--- src/rtl/op_alu_pkg.sv ---
// Shared definitions for the sequential operator unit: opcode numbering,
// FSM state encoding and default datapath sizes.
package op_alu_pkg;

  localparam int DEFAULT_WIDTH = 4;
  localparam int DEFAULT_OPW   = 4;

  localparam int OP_ADD  = 0;
  localparam int OP_SHR  = 1;
  localparam int OP_GT   = 2;
  localparam int OP_EQ   = 3;
  localparam int OP_AND  = 4;
  localparam int OP_ORR  = 5;
  localparam int OP_LOR  = 6;
  localparam int OP_CAT  = 7;
  localparam int OP_SEL  = 8;
  localparam int OP_LAST = 8;

  typedef enum logic [1:0] {
    IDLE  = 2'd0,
    SHIFT = 2'd1,
    DONE  = 2'd2
  } state_t;

  // Width of a shift counter able to hold the saturated amount (0..w).
  function automatic int shift_count_width(input int w);
    return $clog2(w + 1);
  endfunction

endpackage

--- src/rtl/op_alu_shifter.sv ---
// Iterative logical right shifter: loads a value and amount, then shifts one
// bit per cycle; done flags the cycle whose shifted output is the final one.
module op_alu_shifter
  import op_alu_pkg::*;
#(
  parameter int WIDTH = DEFAULT_WIDTH,
  parameter int CW    = shift_count_width(WIDTH)
) (
  input  logic             clk,
  input  logic             rst,
  input  logic             load,
  input  logic [WIDTH-1:0] value,
  input  logic [CW-1:0]    amount,
  output logic [WIDTH-1:0] shifted,
  output logic             done
);

  logic [WIDTH-1:0] value_reg, value_next;
  logic [CW-1:0]    count_reg, count_next;

  always_comb begin
    value_next = value_reg;
    count_next = count_reg;
    if (load) begin
      value_next = value;
      count_next = amount;
    end else if (count_reg != '0) begin
      value_next = value_reg >> 1;
      count_next = count_reg - CW'(1);
    end
  end

  always_ff @(posedge clk) begin
    if (rst) begin
      value_reg <= '0;
      count_reg <= '0;
    end else begin
      value_reg <= value_next;
      count_reg <= count_next;
    end
  end

  // Exposes the value after the pending shift so the caller can capture the
  // final result on the same edge the last shift happens.
  assign shifted = value_reg >> 1;
  assign done    = (count_reg == CW'(1));

endmodule

--- src/rtl/op_alu_seq.sv ---
// Handshaked operator unit: single-cycle ops computed at accept, SHR sequenced
// through op_alu_shifter. Optional port `illegal` under OP_ALU_SEQ_ILLEGAL_FLAG_EN.
module op_alu_seq
  import op_alu_pkg::*;
#(
  parameter int WIDTH = DEFAULT_WIDTH,
  parameter int OPW   = DEFAULT_OPW
) (
  input  logic             clk,
  input  logic             rst,
  input  logic             in_valid,
  output logic             in_ready,
  input  logic [OPW-1:0]   op,
  input  logic [WIDTH-1:0] a,
  input  logic [WIDTH-1:0] b,
  input  logic [WIDTH-1:0] c,
  input  logic [WIDTH-1:0] d,
  output logic             out_valid,
  input  logic             out_ready,
  output logic [WIDTH-1:0] result,
  output logic             busy
`ifdef OP_ALU_SEQ_ILLEGAL_FLAG_EN
  ,
  output logic             illegal
`endif
);

  localparam int CW  = shift_count_width(WIDTH);
  localparam int WP1 = WIDTH + 1;

  localparam logic [OPW-1:0] C_ADD  = OPW'(OP_ADD);
  localparam logic [OPW-1:0] C_SHR  = OPW'(OP_SHR);
  localparam logic [OPW-1:0] C_GT   = OPW'(OP_GT);
  localparam logic [OPW-1:0] C_EQ   = OPW'(OP_EQ);
  localparam logic [OPW-1:0] C_AND  = OPW'(OP_AND);
  localparam logic [OPW-1:0] C_ORR  = OPW'(OP_ORR);
  localparam logic [OPW-1:0] C_LOR  = OPW'(OP_LOR);
  localparam logic [OPW-1:0] C_CAT  = OPW'(OP_CAT);
  localparam logic [OPW-1:0] C_SEL  = OPW'(OP_SEL);
  localparam logic [WIDTH:0] W_SAT  = WP1'(WIDTH);

  state_t           state_reg, state_next;
  logic [WIDTH-1:0] result_reg, result_next;
  logic [WIDTH-1:0] alu_result;
  logic [WIDTH-1:0] and_bits;
  logic [CW-1:0]    shr_amount;
  logic             accept;
  logic             sh_load;
  logic             sh_done;
  logic [WIDTH-1:0] sh_shifted;

  genvar gi;
  generate
    for (gi = 0; gi < WIDTH; gi++) begin : g_and
      assign and_bits[gi] = b[gi] & c[gi];
    end
  endgenerate

  // Single-cycle operators, evaluated straight from the inputs so the
  // result can be registered on the accepting edge.
  always_comb begin
    alu_result = '0;
    case (op)
      C_ADD:   alu_result = b + c;
      C_SHR:   alu_result = b;  // only used when the shift amount is zero
      C_GT:    alu_result = WIDTH'(a > b);
      C_EQ:    alu_result = WIDTH'(a == d);
      C_AND:   alu_result = and_bits;
      C_ORR:   alu_result = WIDTH'(|b);
      C_LOR:   alu_result = WIDTH'((a > b) || (a > d));
      C_CAT:   alu_result = {c[WIDTH/2-1:0], d[WIDTH-1:WIDTH/2]};
      C_SEL:   alu_result = (a > b) ? a : b;
      default: alu_result = '0;
    endcase
  end

  // Shifting by WIDTH or more always clears the value, so cap the cycle count.
  assign shr_amount = ({1'b0, c} >= W_SAT) ? CW'(WIDTH) : CW'(c);
  assign accept     = in_valid && (state_reg == IDLE);

  op_alu_shifter #(
    .WIDTH (WIDTH),
    .CW    (CW)
  ) u_shifter (
    .clk     (clk),
    .rst     (rst),
    .load    (sh_load),
    .value   (b),
    .amount  (shr_amount),
    .shifted (sh_shifted),
    .done    (sh_done)
  );

`ifdef OP_ALU_SEQ_ILLEGAL_FLAG_EN
  logic illegal_reg, illegal_next;
  logic op_illegal;

  assign op_illegal = (op > OPW'(OP_LAST));

  always_ff @(posedge clk) begin
    if (rst) begin
      illegal_reg <= 1'b0;
    end else begin
      illegal_reg <= illegal_next;
    end
  end

  always_comb begin
    illegal_next = illegal_reg;
    if (accept) begin
      illegal_next = op_illegal;
    end
  end

  assign illegal = illegal_reg;
`endif

  always_comb begin
    state_next  = state_reg;
    result_next = result_reg;
    sh_load     = 1'b0;
    case (state_reg)
      IDLE: begin
        if (accept) begin
          if ((op == C_SHR) && (c != '0)) begin
            sh_load    = 1'b1;
            state_next = SHIFT;
          end else begin
            result_next = alu_result;
            state_next  = DONE;
          end
        end
      end
      SHIFT: begin
        if (sh_done) begin
          result_next = sh_shifted;
          state_next  = DONE;
        end
      end
      DONE: begin
        if (out_ready) begin
          state_next = IDLE;
        end
      end
      default: state_next = IDLE;
    endcase
  end

  always_ff @(posedge clk) begin
    if (rst) begin
      state_reg  <= IDLE;
      result_reg <= '0;
    end else begin
      state_reg  <= state_next;
      result_reg <= result_next;
    end
  end

  assign in_ready  = (state_reg == IDLE);
  assign out_valid = (state_reg == DONE);
  assign busy      = (state_reg != IDLE);
  assign result    = result_reg;

endmodule

--- config.mk ---
export PLATFORM = sky130hd
export DESIGN_NAME = op_alu_seq
export DESIGN_NICKNAME = d
export VERILOG_FILES = /design/src/rtl/op_alu_pkg.sv /design/src/rtl/op_alu_shifter.sv /design/src/rtl/op_alu_seq.sv
export SDC_FILE = /design/constraint.sdc
export NUM_CORES = 1
export LEC_CHECK = 0
export ABC_AREA = 1
export BUFFER_PORTS_ARGS = -buffer_cell sky130_fd_sc_hd__buf_2
export CAP_MARGIN = 25
export CORE_ASPECT_RATIO = 1.25
export CORE_MARGIN = 2
export CORE_UTILIZATION = 45
export CTS_CLUSTER_DIAMETER = 50
export DETAILED_ROUTE_END_ITERATION = 7
export PLACE_DENSITY = 0.72
export RECOVER_POWER = 100
export SYNTH_ARGS = -nofsm -noshare
export SYNTH_HDL_FRONTEND = slang
export SYNTH_SLANG_ARGS = --single-unit
--- constraint.sdc ---
create_clock -name clk -period 1.45 [get_ports clk]
set_input_delay 0.2175 -clock clk [delete_from_list [all_inputs] [get_ports clk]]
set_output_delay 0.2175 -clock clk [all_outputs]
set_load 0.01 [all_outputs]
==> results of run 1 <==
[cells by family after synthesis]
family	Yosys count	synth area share, %
DFF	12	19.09
adders and majority gates	16	16.50
AOI/OAI and AO/OA	44	19.08
xor gates and xnor gates	1	0.6960
buffers and inverters	41	12.33
and+or+nand+nor	83	32.31
[path summary, 6_finish.rpt]
check / slack [ps] / startpoint / depth (start not counted) / endpoint
worst min register to register: 470 / result[3] / 2 / result[3]
worst max register to register: 70 / state_reg[0] / 5 / u_shifter.count_reg[0]
worst max-delay path: 70 / state_reg[0] / 5 / u_shifter.count_reg[0]
worst min-delay path: 190 / rst / 2 / u_shifter.count_reg[0]
[layout make-up]
type,count,area [um2]
clock buffer,4,36.28
fill,272,972.2
inverter,41,155.1
multi-input combinational,144,887.1
sequential,12,240.2
tap,34,42.54
timing repair buffer,57,346.6
[placed cells by master (no fill, tap or decap), types with 2 or more instances in the layout]
cell / netlist / routed
nand2_2: 0 / 2
ha_1: 15 / 15
nand2_1: 42 / 40
a21oi_1: 21 / 18
buf_4: 0 / 27
a21oi_2: 0 / 3
inv_1: 37 / 35
nand3_2: 2 / 3
o21ai_1: 1 / 3
nor2_2: 4 / 5
inv_2: 3 / 5
o21ai_0: 15 / 13
a31oi_1: 2 / 2
dfxtp_1: 12 / 12
buf_2: 0 / 24
nand4_1: 3 / 3
nand3_1: 15 / 14
o22ai_1: 2 / 2
clkbuf_4: 0 / 3
nor2_1: 10 / 9
clkbuf_1: 0 / 5
[through the flow]
stage / setup WS, ps / setup TNS, ps
4_1_cts: 28.37 / 0
3_3_place_gp: -255.4 / -931.4
3_5_place_dp: -248.6 / -903.7
5_1_grt: -27.16 / -47.76
2_1_floorplan: 5.863 / 0
6_report: 71.68 / 0
[power by group]
group / internal [mW] / switching (mW) / total, mW
clock network: 0.152 / 0.105 / 0.258
logic: 0.295 / 0.414 / 0.710
registers: 0.410 / 0.0506 / 0.461
total: 0.858 / 0.570 / 1.43
[layer usage]
metal / track usage, % / vias up
met5: 0 / -
met4: 9.539 / 0
met3: 1.896 / 10
met2: 42.05 / 38
met1: 21.55 / 627
li1: - / 773
==> results.sh, run 1 <==
export IMPL_status="finished clean"
export IMPL_grt_pass1_vias=1383
export IMPL_crit_path_end_kind="register"
export IMPL_clock_skew_ps=2.170
export IMPL_via_per_inst=4.959
export IMPL_start_util_pct=46.97
export IMPL_min_period_ps=1378
export IMPL_wl_met3_um=103
export IMPL_whs_ps=189.4
export IMPL_path_buf_inv=1
export IMPL_finalCritPeriodShare_pct=95.06
export IMPL_crit_fanout=9
export IMPL_wl_met2_mm=1.770
export IMPL_yosysTopAreaCell="dfxtp_1"
export IMPL_drv_cap=0
export IMPL_clock_sinks=12
export IMPL_dr_total_vias=1448
export IMPL_n_antenna_cell=0
export IMPL_leakage_nw=0.8952
export IMPL_cts_tree="done"
export IMPL_worstSetupStartpointType="register"
export IMPL_syn_instance_count=197
export IMPL_critPathKind="reg2reg"
export IMPL_worst_pin_slew_ps=294.8
export IMPL_synth_commonest_cells="nand2_1, inv_1, a21oi_1"
export IMPL_final_cells=292
export IMPL_gp_congestion=0.8746
export IMPL_fin_nets=299
export IMPL_h_tree_depth=1
export IMPL_seq_area_frac_synth_pct=19.09
export IMPL_antenna_found_initial=0
export IMPL_grt_max_degree=10
export IMPL_grt_pass1_wl_mm=5.388
export IMPL_path_cells="nor2_2 > nand4_4 > nand2_2 > inv_2 > a221oi_2"
export IMPL_synth_ff_type="dfxtp_1"
export IMPL_synth_top_area_share_pct=19.09
export IMPL_die_h_um=63.13
export IMPL_ys_top_cells_by_area="dfxtp_1, ha_1, nand2_1"
export IMPL_max_stage_delay_ps=360
export IMPL_finalSetupViolCount=0
export IMPL_synth_fp_nets=237
export IMPL_drive_above_1_share_pct=31.01
export IMPL_power_mw=1.428
export IMPL_num_io_pins=31
export IMPL_clkSlewWorstSetupHoldPaths_ps=70
export IMPL_cts_repair_resized=0
export IMPL_grt_ovfl_total=0
export IMPL_cts_made_buffers=3
export IMPL_powerDensity_nw_per_um2=836.2
export IMPL_slew_viol_final=0
export IMPL_design_area_um2=1708
export IMPL_avgSynthCellArea_um2=6.389
export IMPL_drt_initial_drc_count=29
export IMPL_async_flop_share_pct=0
export IMPL_largest_reg_flops=4
export IMPL_rsz0062_at_grt="yes"
export IMPL_fp_row_count=21
export IMPL_die_area_um2=3239
export IMPL_drc=0
export IMPL_syn_cell_area_um2=1259
export IMPL_hpwl_mm=2.803
export IMPL_synth_edf_count=0
export IMPL_portBuffers=30
export IMPL_cpLargestDelayFamily="simple AND/OR/NAND/NOR gates"
export IMPL_place_area_um2=1654
export IMPL_post_cts_buffers=0
export IMPL_firstDrtPassIters=4
export IMPL_wl_mm=3.273
export IMPL_grt_usage_pct=21.32
export IMPL_cp_required_ps=1630
export IMPL_ys_types=28
export IMPL_post_synth_top_count_cell="nand2_1"
export IMPL_ir_drop_v=0.0005575
export IMPL_dp_cells=288
export IMPL_coreArea_um2=2680
export IMPL_post_route_util_pct=63.73
export IMPL_area_growth_pct=35.69
export IMPL_max_freq_mhz=725.5
export IMPL_worstHoldPathType="in2reg"
export IMPL_routed_top_layer="met4"
export IMPL_cp_arrival_ps=1560
export IMPL_slowest_stage="dfxtp_1"
export IMPL_clk_latency_ps=260
export IMPL_cts_root_buf="clkbuf_4"
export IMPL_yosysWarnings=0
export IMPL_synth_seq_cells=12
export IMPL_clockBufferDepth=2
export IMPL_antenna_left=0
export IMPL_die_w_um=51.31
export IMPL_slew_headroom_pct=80.32
export IMPL_postCtsHoldBufs=0
export IMPL_wl_per_cell_um=11.21
export IMPL_drt_met1_wl_mm=1.301
export IMPL_hold_viol=0
Note: power is estimated with default switching activity, not from simulation.
==> inputs of run 2 (changes only) <==
--- a/config.mk
+++ b/config.mk
@@ -13,7 +13,7 @@
 export CORE_UTILIZATION = 45
 export CTS_CLUSTER_DIAMETER = 50
 export DETAILED_ROUTE_END_ITERATION = 7
-export PLACE_DENSITY = 0.72
+export PLACE_DENSITY = 0.75
 export RECOVER_POWER = 100
 export SYNTH_ARGS = -nofsm -noshare
 export SYNTH_HDL_FRONTEND = slang
==> run 2 against run 1 <==
- worst setup slack improved by 43 ps
- cell count fell by 1.4%
- flip-flop and latch count did not move
- combinational power rose by 3.9%
- sequential share of layout area fell by 0.082 points
- routed wire length rose by 0.52%
- power rose by 2.1%
- non-clock buffer count fell by 4
- sequential power barely moved
==> results.sh, run 2 (synthesized netlist as in run 1, its figures left out) <==
export IMPL_cp_required_ps=1610
export IMPL_area_growth_pct=36.48
export IMPL_ir_drop_v=0.0006056
export IMPL_power_mw=1.457
export IMPL_whs_ps=193.7
export IMPL_drv_cap=0
export IMPL_slew_headroom_pct=80.38
export IMPL_fin_nets=295
export IMPL_die_h_um=63.13
export IMPL_multi_input_area_um2=928.4
export IMPL_drc=0
export IMPL_gp_congestion=0.9280
export IMPL_dp_cells=284
export IMPL_rsz0062_at_grt="yes"
export IMPL_finalCritPeriodShare_pct=92.09
export IMPL_drive_above_1_share_pct=30.31
export IMPL_status="finished clean"
export IMPL_intPower_mw=0.8701
export IMPL_timing_rr_end="u_shifter.count_reg[0]"
export IMPL_power_frac_clock_pct=17.8
export IMPL_grt_pass1_wl_mm=5.250
export IMPL_wl_per_cell_um=11.42
export IMPL_clock_skew_ps=1.510
export IMPL_cts_tree="done"
export IMPL_worstHoldPathType="in2reg"
export IMPL_final_cells=288
export IMPL_cts_made_buffers=3
export IMPL_register_area_um2=240.2
export IMPL_min_period_ps=1335
export IMPL_largest_reg_flops=4
export IMPL_r2r_start="state_reg[0]"
export IMPL_antenna_found_initial=0
export IMPL_slew_viol_final=0
export IMPL_start_util_pct=46.97
export IMPL_grt_usage_pct=20.55
export IMPL_fp_row_count=21
export IMPL_drt_initial_drc_count=36
export IMPL_h_tree_depth=1
export IMPL_hp_start="rst"
export IMPL_min_path_cells=2
export IMPL_slowest_stage="fa_1"
export IMPL_n_antenna_cell=0
export IMPL_crit_fanout=2
export IMPL_rrSetupSlack_ps=130
export IMPL_worstSetupStartpointType="input pin"
export IMPL_path_buf_inv=2
export IMPL_portBuffers=30
export IMPL_clockBufferDepth=2
export IMPL_hpwl_mm=2.778
export IMPL_most_common_layout_cells="nand2_1, inv_1, buf_2"
export IMPL_sequentialPowerShare_pct=31.6
export IMPL_die_w_um=51.31
export IMPL_p_sw_mw=0.5874
export IMPL_worst_pin_slew_ps=292.8
export IMPL_cts_root_buf="clkbuf_4"
export IMPL_max_stage_delay_ps=470
export IMPL_cpLargestDelayFamily="adder cells"
export IMPL_antenna_left=0
export IMPL_grt_ovfl_total=0
export IMPL_die_area_um2=3239
export IMPL_rr_worst_depth=5
export IMPL_dr_total_vias=1476
export IMPL_firstDrtPassIters=7
export IMPL_powerDensity_nw_per_um2=848.4
export IMPL_clock_sinks=12
export IMPL_pwr_share_comb_pct=50.6
export IMPL_leakage_nw=0.8741
export IMPL_post_cts_buffers=0
export IMPL_crit_path_end_kind="register"
export IMPL_finalSetupViolCount=0
export IMPL_nFillCells=284
export IMPL_grt_max_degree=10
export IMPL_via_per_inst=5.125
export IMPL_grt_pass1_vias=1353
export IMPL_min_to="u_shifter.count_reg[0]"
export IMPL_critPathKind="in2reg"
export IMPL_clk_latency_ps=260
export IMPL_max_freq_mhz=748.9
export IMPL_final_common_cell="nand2_1"
export IMPL_hold_viol=0
export IMPL_cp_arrival_ps=1490
export IMPL_switching_share_pct=40.30
export IMPL_wl_mm=3.290
export IMPL_path_cells="buf_2 > ha_1 > inv_1 > fa_1 > nor2_1 > nor3_1 > o21ai_1 > nand2_1 > a21oi_1"
export IMPL_clkSlewWorstSetupHoldPaths_ps=80
export IMPL_coreArea_um2=2680
export IMPL_num_io_pins=31
run 2: cell count changes in the layout (fill, tap and decap cells not counted), moves of 2 or more:
cell	delta
ha_1	-2
ha_4	+2
nand2_4	+2
buf_4	-4
run 2: per-layer routing:
metal	up-vias	wire length [um]	global-route usage (%)
met5	-	0	0
met4	0	61	7.566
met3	6	102	1.422
met2	43	1795	41.07
met1	660	1331	21.26
li1	767	-	-
run 2: repair_timing:
action | CTS | global route
setup endpoints to repair | 3 | 8
pin swaps | 0 | 3
resized for setup | 1 | 17
hold buffers | 0 | 0
run 2: cell type report:
cell class / instances / area share [%]
multi-input combinational: 144 / 54.04
timing repair buffer: 53 / 18.35
sequential: 12 / 13.98
inverter: 41 / 9.031
tap: 34 / 2.476
clock buffer: 4 / 2.112
run 2: how the worst max path moves through the flow:
| stage | start | end | slack, ps | cells past startpoint |
|---|---|---|---|---|
| global route | u_shifter.count_reg[1] | result[1] | -30 | 8 |
| CTS | b[1] | result[1] | 9 | 12 |
| floorplan | b[0] | result[2] | 6 | 8 |
| detailed placement | b[1] | result[1] | -300 | 12 |
| finish | c[0] | result[1] | 110 | 9 |
| global placement | b[1] | result[0] | -280 | 15 |
run 2: power by group through the flow:
stage                     Combinational, mW  Clock (mW)  Sequential (mW)
final                                 0.738       0.259            0.460
after CTS                             0.704       0.264            0.457
after detailed placement              0.698           0            0.464
after global routing                  0.843       0.289            0.469
after global placement                0.682           0            0.464
after floorplan                       0.473           0            0.460
run 2: through the flow:
step                worst slack (ps)  util, %  cell area (um2)  setup TNS (ps)
finish                         114.7    64.10             1718               0
global route                  -29.22    64.10             1718          -29.22
CTS                            9.454    62.04             1663               0
detailed placement            -298.3    60.60             1624           -1125
global placement              -276.0    60.60             1624           -1027
floorplan                      5.863        -             1259               0
